--- config.mk ---
export PLATFORM = sky130hd
export DESIGN_NAME = clk_div_multi_flat
export DESIGN_NICKNAME = d
export VERILOG_FILES = /design/src/rtl/clk_div_multi_pkg.sv /design/src/rtl/clk_div_multi_if.sv /design/src/rtl/clk_div_multi_chan.sv /design/src/rtl/clk_div_multi.sv /design/src/flat_wrapper.sv
export SDC_FILE = /design/constraint.sdc
export NUM_CORES = 1
export LEC_CHECK = 0
export CAP_MARGIN = 0
export CORE_ASPECT_RATIO = 1.25
export CORE_MARGIN = 1.5
export CORE_UTILIZATION = 25
export DETAILED_ROUTE_END_ITERATION = 6
export RECOVER_POWER = 25
export SKIP_CTS_REPAIR_TIMING = 1
export SYNTH_ARGS = -nofsm -noshare
export SYNTH_HDL_FRONTEND = slang
export SYNTH_SLANG_ARGS = --single-unit
export TNS_END_PERCENT = 50
--- constraint.sdc ---
create_clock -name clkin -period 6.4 [get_ports clkin]
set_input_delay 0.64 -clock clkin [delete_from_list [all_inputs] [get_ports clkin]]
set_output_delay 0.64 -clock clkin [all_outputs]
set_load 0.05 [all_outputs]
--- src/rtl/clk_div_multi_pkg.sv ---
`default_nettype none
// ============================================================================
// Module      : clk_div_multi_pkg
// Description : Shared constants and types for the multi-channel clock divider.
// Revision    : 1.0 - initial release
// ============================================================================
package clk_div_multi_pkg;

    // Default geometry of the divider
    localparam int DEF_WIDTH     = 20;
    localparam int DEF_NUM_CH    = 2;
    localparam int DEF_HALF      = 500000;

    // Common half-period rates (clkin cycles) for typical consumers
    localparam int KBD_HALF      = 500000;
    localparam int DISP_HALF     = 50000;
    localparam int DEBOUNCE_HALF = 250000;

    // Where a divisor update lands in a given cycle
    typedef enum logic [1:0] {
        UPD_HOLD      = 2'd0,  // no change to divisor state
        UPD_STASH     = 2'd1,  // write parked in pend_half until terminal count
        UPD_LOAD_WR   = 2'd2,  // written value goes straight to active_half
        UPD_LOAD_PEND = 2'd3   // parked value promoted to active_half
    } upd_e;

endpackage
`default_nettype wire

--- src/rtl/clk_div_multi_if.sv ---
`default_nettype none
// ============================================================================
// Module      : clk_div_multi_if
// Description : Control/status bundle of the multi-channel clock divider.
// Revision    : 1.0 - initial release
// ============================================================================
interface clk_div_multi_if
    import clk_div_multi_pkg::*;
#(
    parameter int NUM_CH = DEF_NUM_CH,
    parameter int WIDTH  = DEF_WIDTH
);
    logic [NUM_CH-1:0]       en;
    logic                    sync;
    logic [NUM_CH-1:0]       div_wr;
    logic [NUM_CH*WIDTH-1:0] div_in;
    logic [NUM_CH-1:0]       clkout;
    logic [NUM_CH-1:0]       tick;

    // Controller side drives the requests, observes the divided outputs
    modport master (
        output en, sync, div_wr, div_in,
        input  clkout, tick
    );

    // Divider side
    modport slave (
        input  en, sync, div_wr, div_in,
        output clkout, tick
    );
endinterface
`default_nettype wire

--- src/rtl/clk_div_multi_chan.sv ---
`default_nettype none
// ============================================================================
// Module      : clk_div_chan
// Description : One divider channel: half-period counter, divisor staging,
//               registered square-wave output and toggle strobe.
// Revision    : 1.0 - initial release
// ============================================================================
module clk_div_chan
    import clk_div_multi_pkg::*;
#(
    parameter int WIDTH        = DEF_WIDTH,
    parameter int DEFAULT_HALF = DEF_HALF
) (
    input  wire logic             clk_i,
    input  wire logic             rst_i,
    input  wire logic             en_i,
    input  wire logic             sync_i,
    input  wire logic             div_wr_i,
    input  wire logic [WIDTH-1:0] div_in_i,
    output logic                  clkout_o,
    output logic                  tick_o
);
    localparam logic [WIDTH-1:0] C_RST_HALF = WIDTH'(DEFAULT_HALF);
    localparam logic [WIDTH-1:0] C_ONE      = WIDTH'(1);

    logic [WIDTH-1:0] cnt_q,    cnt_d;
    logic [WIDTH-1:0] active_q, active_d;
    logic [WIDTH-1:0] pend_q,   pend_d;
    logic             pvld_q,   pvld_d;
    logic             clkout_q, clkout_d;
    logic             tick_q,   tick_d;

    logic [WIDTH-1:0] w_eff;
    logic             w_term;
    upd_e             w_upd;

    // A programmed half-period of 0 behaves as 1. The terminal test uses >=
    // so a divisor shrunk during a pause cannot leave cnt stranded above it.
    assign w_eff  = (active_q == '0) ? C_ONE : active_q;
    assign w_term = en_i && (cnt_q >= (w_eff - C_ONE));

    // Divisor staging: new values only reach active_half when cnt restarts
    // (sync or terminal count) or while the channel is paused.
    always_comb begin
        w_upd = UPD_HOLD;
        if (sync_i || !en_i || w_term) begin
            if (div_wr_i)
                w_upd = UPD_LOAD_WR;
            else if (pvld_q && (sync_i || w_term))
                w_upd = UPD_LOAD_PEND;
        end else if (div_wr_i) begin
            w_upd = UPD_STASH;
        end
    end

    // Next-state for counter, output and divisor registers
    always_comb begin
        cnt_d    = cnt_q;
        active_d = active_q;
        pend_d   = pend_q;
        pvld_d   = pvld_q;
        clkout_d = clkout_q;
        tick_d   = 1'b0;

        if (sync_i) begin
            cnt_d    = '0;
            clkout_d = 1'b0;
        end else if (w_term) begin
            cnt_d    = '0;
            clkout_d = ~clkout_q;
            tick_d   = 1'b1;
        end else if (en_i) begin
            cnt_d    = cnt_q + C_ONE;
        end

        case (w_upd)
            UPD_STASH: begin
                pend_d = div_in_i;
                pvld_d = 1'b1;
            end
            UPD_LOAD_WR: begin
                active_d = div_in_i;
                pvld_d   = 1'b0;
            end
            UPD_LOAD_PEND: begin
                active_d = pend_q;
                pvld_d   = 1'b0;
            end
            default: ;
        endcase
    end

    // State registers; reset overrides every other input
    always_ff @(posedge clk_i) begin
        if (rst_i) begin
            cnt_q    <= '0;
            active_q <= C_RST_HALF;
            pend_q   <= '0;
            pvld_q   <= 1'b0;
            clkout_q <= 1'b0;
            tick_q   <= 1'b0;
        end else begin
            cnt_q    <= cnt_d;
            active_q <= active_d;
            pend_q   <= pend_d;
            pvld_q   <= pvld_d;
            clkout_q <= clkout_d;
            tick_q   <= tick_d;
        end
    end

    assign clkout_o = clkout_q;
    assign tick_o   = tick_q;

endmodule
`default_nettype wire

--- src/rtl/clk_div_multi.sv ---
`default_nettype none
// ============================================================================
// Module      : clk_div_multi
// Description : NUM_CH independent programmable clock dividers with tick
//               strobes and a shared phase-realign input.
// Revision    : 1.0 - initial release
// ============================================================================
module clk_div_multi
    import clk_div_multi_pkg::*;
#(
    parameter int WIDTH        = DEF_WIDTH,
    parameter int NUM_CH       = DEF_NUM_CH,
    parameter int DEFAULT_HALF = DEF_HALF
) (
    input  wire logic       clkin,
    input  wire logic       rst,
    clk_div_multi_if.slave  bus
);

    // One channel per output; sync and rst fan out to all of them
    generate
        for (genvar i = 0; i < NUM_CH; i++) begin : g_chan
            clk_div_chan #(
                .WIDTH        (WIDTH),
                .DEFAULT_HALF (DEFAULT_HALF)
            ) u_chan (
                .clk_i    (clkin),
                .rst_i    (rst),
                .en_i     (bus.en[i]),
                .sync_i   (bus.sync),
                .div_wr_i (bus.div_wr[i]),
                .div_in_i (bus.div_in[i*WIDTH +: WIDTH]),
                .clkout_o (bus.clkout[i]),
                .tick_o   (bus.tick[i])
            );
        end
    endgenerate

endmodule
`default_nettype wire

--- src/flat_wrapper.sv ---
// flat-port wrapper written by rule: the top's interface ports become plain ports
module clk_div_multi_flat import clk_div_multi_pkg::*;
#(
    parameter int WIDTH        = DEF_WIDTH,
    parameter int NUM_CH       = DEF_NUM_CH,
    parameter int DEFAULT_HALF = DEF_HALF
)
  (clkin, rst, bus_en, bus_sync, bus_div_wr, bus_div_in, bus_clkout, bus_tick);
  clk_div_multi_if #(.NUM_CH(NUM_CH), .WIDTH(WIDTH)) bus_i ();
  input  wire logic clkin;
  input  wire logic rst;
  input wire logic [$bits(bus_i.en)-1:0] bus_en;
  input wire logic [$bits(bus_i.sync)-1:0] bus_sync;
  input wire logic [$bits(bus_i.div_wr)-1:0] bus_div_wr;
  input wire logic [$bits(bus_i.div_in)-1:0] bus_div_in;
  output wire logic [$bits(bus_i.clkout)-1:0] bus_clkout;
  output wire logic [$bits(bus_i.tick)-1:0] bus_tick;
  assign bus_i.en = bus_en;
  assign bus_i.sync = bus_sync;
  assign bus_i.div_wr = bus_div_wr;
  assign bus_i.div_in = bus_div_in;
  assign bus_clkout = bus_i.clkout;
  assign bus_tick = bus_i.tick;
  clk_div_multi #(.WIDTH(WIDTH), .NUM_CH(NUM_CH), .DEFAULT_HALF(DEFAULT_HALF)) u_core (.clkin(clkin), .rst(rst), .bus(bus_i));
endmodule
==> impl_metrics.tcl <==
set metrics [dict create \
    cts_buffer_depth 2 \
    clock-sinks 126 \
    drv_cap 0 \
    track_usage 0.120 \
    cts_buffers 17 \
    max_slew_margin 0.230 \
    gp_congestion 0.784 \
    hold_class "flop to flop" \
    status "completed" \
    crit_path_max_fanout 21 \
    grt_pass1_vias 5242 \
    setup_viol 0 \
    cts_tree "built" \
    drtAntennaViolNets 0 \
    fmax_ghz 0.188 \
    holdCritStartpoint "u_core.g_chan[1].u_chan.pend_q[18]" \
    hold_depth 2 \
    start_util 0.255 \
    ys_seq_elements 126 \
    cp-start-kind "flop" \
    grt-ovfl-total 0 \
    coreArea_um2 26100 \
    drc 0 \
    htreeDepth 4 \
    r2r_cells 18 \
    fp.dieW_um 149 \
    synthesis.instances 765 \
    synth.distinct_cells 59 \
    p_leak_nw 3.22 \
    clk_pin_slew_ps 60 \
    r2r-start "u_core.g_chan[0].u_chan.active_q[5]" \
    p_per_area_nw_per_um2 261 \
    fin_crit_ps 5310 \
    wl_per_cell_um 13.7 \
    insertion_delay_ps 420 \
    ys_seq_area_frac 0.380 \
    finalWirelength_um 15800 \
    fp.dieH_um 185 \
    antenna_found_initial 0 \
    skew_ps 6.67 \
    syn_avg_cell_area_um2 8.68 \
    syn_to_final_growth_pct 21.6 \
    grt_pass1_wl_um 26100 \
    final_nets 894 \
    arrival_ps 5660 \
    drt_pre_antenna_iters 5 \
    hpwl_um 11500 \
    max-vdd-ir-drop_mv 0.183 \
    final_core_util 0.309 \
    final_cell_mix "nor2_1 (126), dfxtp_1 (126), nand2_1 (87)" \
    r2r_slack_ps 1090 \
    synth_edf_count 0 \
    worst_pin_slew_ps 1150 \
    syn-num-nets 856 \
    synth-main-ff-cell "dfxtp_1" \
    ios 51 \
    rsz0062_at_grt "no" \
    timing.rr.end "u_core.g_chan[0].u_chan.cnt_q[3]" \
    netlist_area_um2 6640 \
    synth-warning-count 0 \
    timing.final.crit_share 0.830 \
    die_area_um2 27600 \
    root_buffer "clkbuf_16" \
    required_ps 6750 \
    hold_viol_final 0 \
    hold_end "u_core.g_chan[1].u_chan.active_q[18]" \
    port_buffers 50 \
    via_count 5406 \
    drive_gt1_frac 0.0650 \
    antenna_cells 0 \
    async_reset_ff_frac 0 \
    worstSetupPathType "flop to flop" \
    drv_slew 0 \
    setup_tns_ps 0 \
    drt_iter0_markers 201 \
    endpoint_kind "flop" \
    rows 66 \
    vias_per_cell 4.68 \
    grt_max_degree 48 \
]
worst max-delay path, stage by stage, from the launching register on:
cell and delay, ps:
dfxtp_1 370, or4_1 580, or3_1 390, nor4b_1 360
a21oi_1 200, ha_1 250, nand2_1 90, or2_0 260
nor4_1 160, nand4_1 130, xor2_1 180, ha_1 280
nand4_1 150, nor2_1 70, a221o_1 350, or2_2 310
o21ai_0 350, nand2_1 520, nor2_1 230
metal layers:
| layer | vias up | track usage | routed length [um] | part of all wire |
|---|---|---|---|---|
| met5 | - | 0 | 0 | 0 |
| met4 | 0 | 0.0495 | 307 | 0.019 |
| met3 | 17 | 0.0283 | 398 | 0.025 |
| met2 | 65 | 0.201 | 7770 | 0.49 |
| met1 | 2552 | 0.147 | 7330 | 0.46 |
| li1 | 2772 | - | - | - |
final cells by class:
cell class / count / area, um^2
multi-input cells: 592 / 3900
fillers: 2772 / 18000
inverters: 10 / 37.5
repair buffers: 56 / 541
well taps: 340 / 425
clock buffers: 17 / 425
flip-flops and latches: 126 / 2520
clock inverters: 15 / 220
worst max path at each step:
stage,from,to,depth (start not counted)
after detailed placement,u_core.g_chan[1].u_chan.active_q[14],u_core.g_chan[1].u_chan.active_q[17],17
after CTS,u_core.g_chan[1].u_chan.active_q[14],u_core.g_chan[1].u_chan.active_q[4],16
after floorplan,u_core.g_chan[0].u_chan.active_q[5],u_core.g_chan[0].u_chan.active_q[5],18
after global placement,u_core.g_chan[1].u_chan.active_q[14],u_core.g_chan[1].u_chan.active_q[17],17
final,u_core.g_chan[0].u_chan.active_q[5],u_core.g_chan[0].u_chan.cnt_q[3],18
after global routing,u_core.g_chan[0].u_chan.active_q[5],u_core.g_chan[0].u_chan.pend_q[1],18
report_power, final:
part           total, mW  switching [mW]  leakage [nW]  internal [mW]
combinational      0.204           0.108          1.89         0.0958
sequential         0.841          0.0278          1.03          0.813
clock               1.06           0.373         0.301          0.688
total               2.11           0.509          3.22           1.60
kinds of logic after synthesis:
logic type / Yosys count / share of synthesized area
compound gates: 112 / 0.124
buf+inv: 47 / 0.0298
simple gates: 320 / 0.223
flops: 126 / 0.380
mux: 43 / 0.0648
fa+ha+maj: 44 / 0.0829
xor+xnor: 73 / 0.0963
sequential cells by signal (all words and copies together) (netlist names):
| signal | count |
|---|---|
| u_core.g_chan.u_chan.pvld_q | 2 |
| u_core.g_chan.u_chan.pend_q | 40 |
| u_core.g_chan.u_chan.tick_o | 2 |
| u_core.g_chan.u_chan.active_q | 40 |
| u_core.g_chan.u_chan.clkout_o | 2 |
| u_core.g_chan.u_chan.cnt_q | 40 |
cell usage after synthesis, types with 2 or more instances:
cell type	count	area (um^2)
a2111oi_2	2	30.0
a211o_1	2	17.5
a211oi_1	7	52.6
a21o_1	12	90.1
a21oi_1	18	90.1
a21oi_2	2	17.5
a221o_1	2	20.0
a22o_1	9	78.8
a22oi_1	4	30.0
a311oi_1	13	114
a31oi_1	12	75.1
a32o_1	2	20.0
and2_1	4	25.0
and3_1	7	43.8
and4_1	5	43.8
buf_2	5	25.0
buf_4	4	30.0
clkbuf_1	28	105
dfxtp_1	126	2520
ha_1	44	551
inv_1	10	37.5
mux2i_1	43	430
nand2_1	87	327
nand2b_1	6	37.5
nand3_1	17	85.1
nand4_1	16	100
nor2_1	126	473
nor2b_1	4	25.0
nor3_1	22	110
nor4_1	8	50.1
o211ai_1	3	22.5
o21ai_0	12	60.1
or2_2	2	12.5
or3_1	3	18.8
or4_1	3	22.5
xnor2_1	34	298
xor2_1	39	342
per-stage QoR:
step | worst slack (ps) | power, mW | instance area (um^2) | hold WS (ps) | cells
after global placement | 1320 | 1.06 | 7460 | 457 | 1124
after CTS | 1230 | 2.13 | 8100 | 474 | 1156
after global routing | 679 | 2.19 | 8080 | 490 | 1156
after detailed placement | 1260 | 1.06 | 7460 | 465 | 1124
after floorplan | 2020 | 0.988 | 6640 | 443 | 765
final | 1090 | 2.11 | 8080 | 476 | 1156
Power figures use the tool's default switching activity.
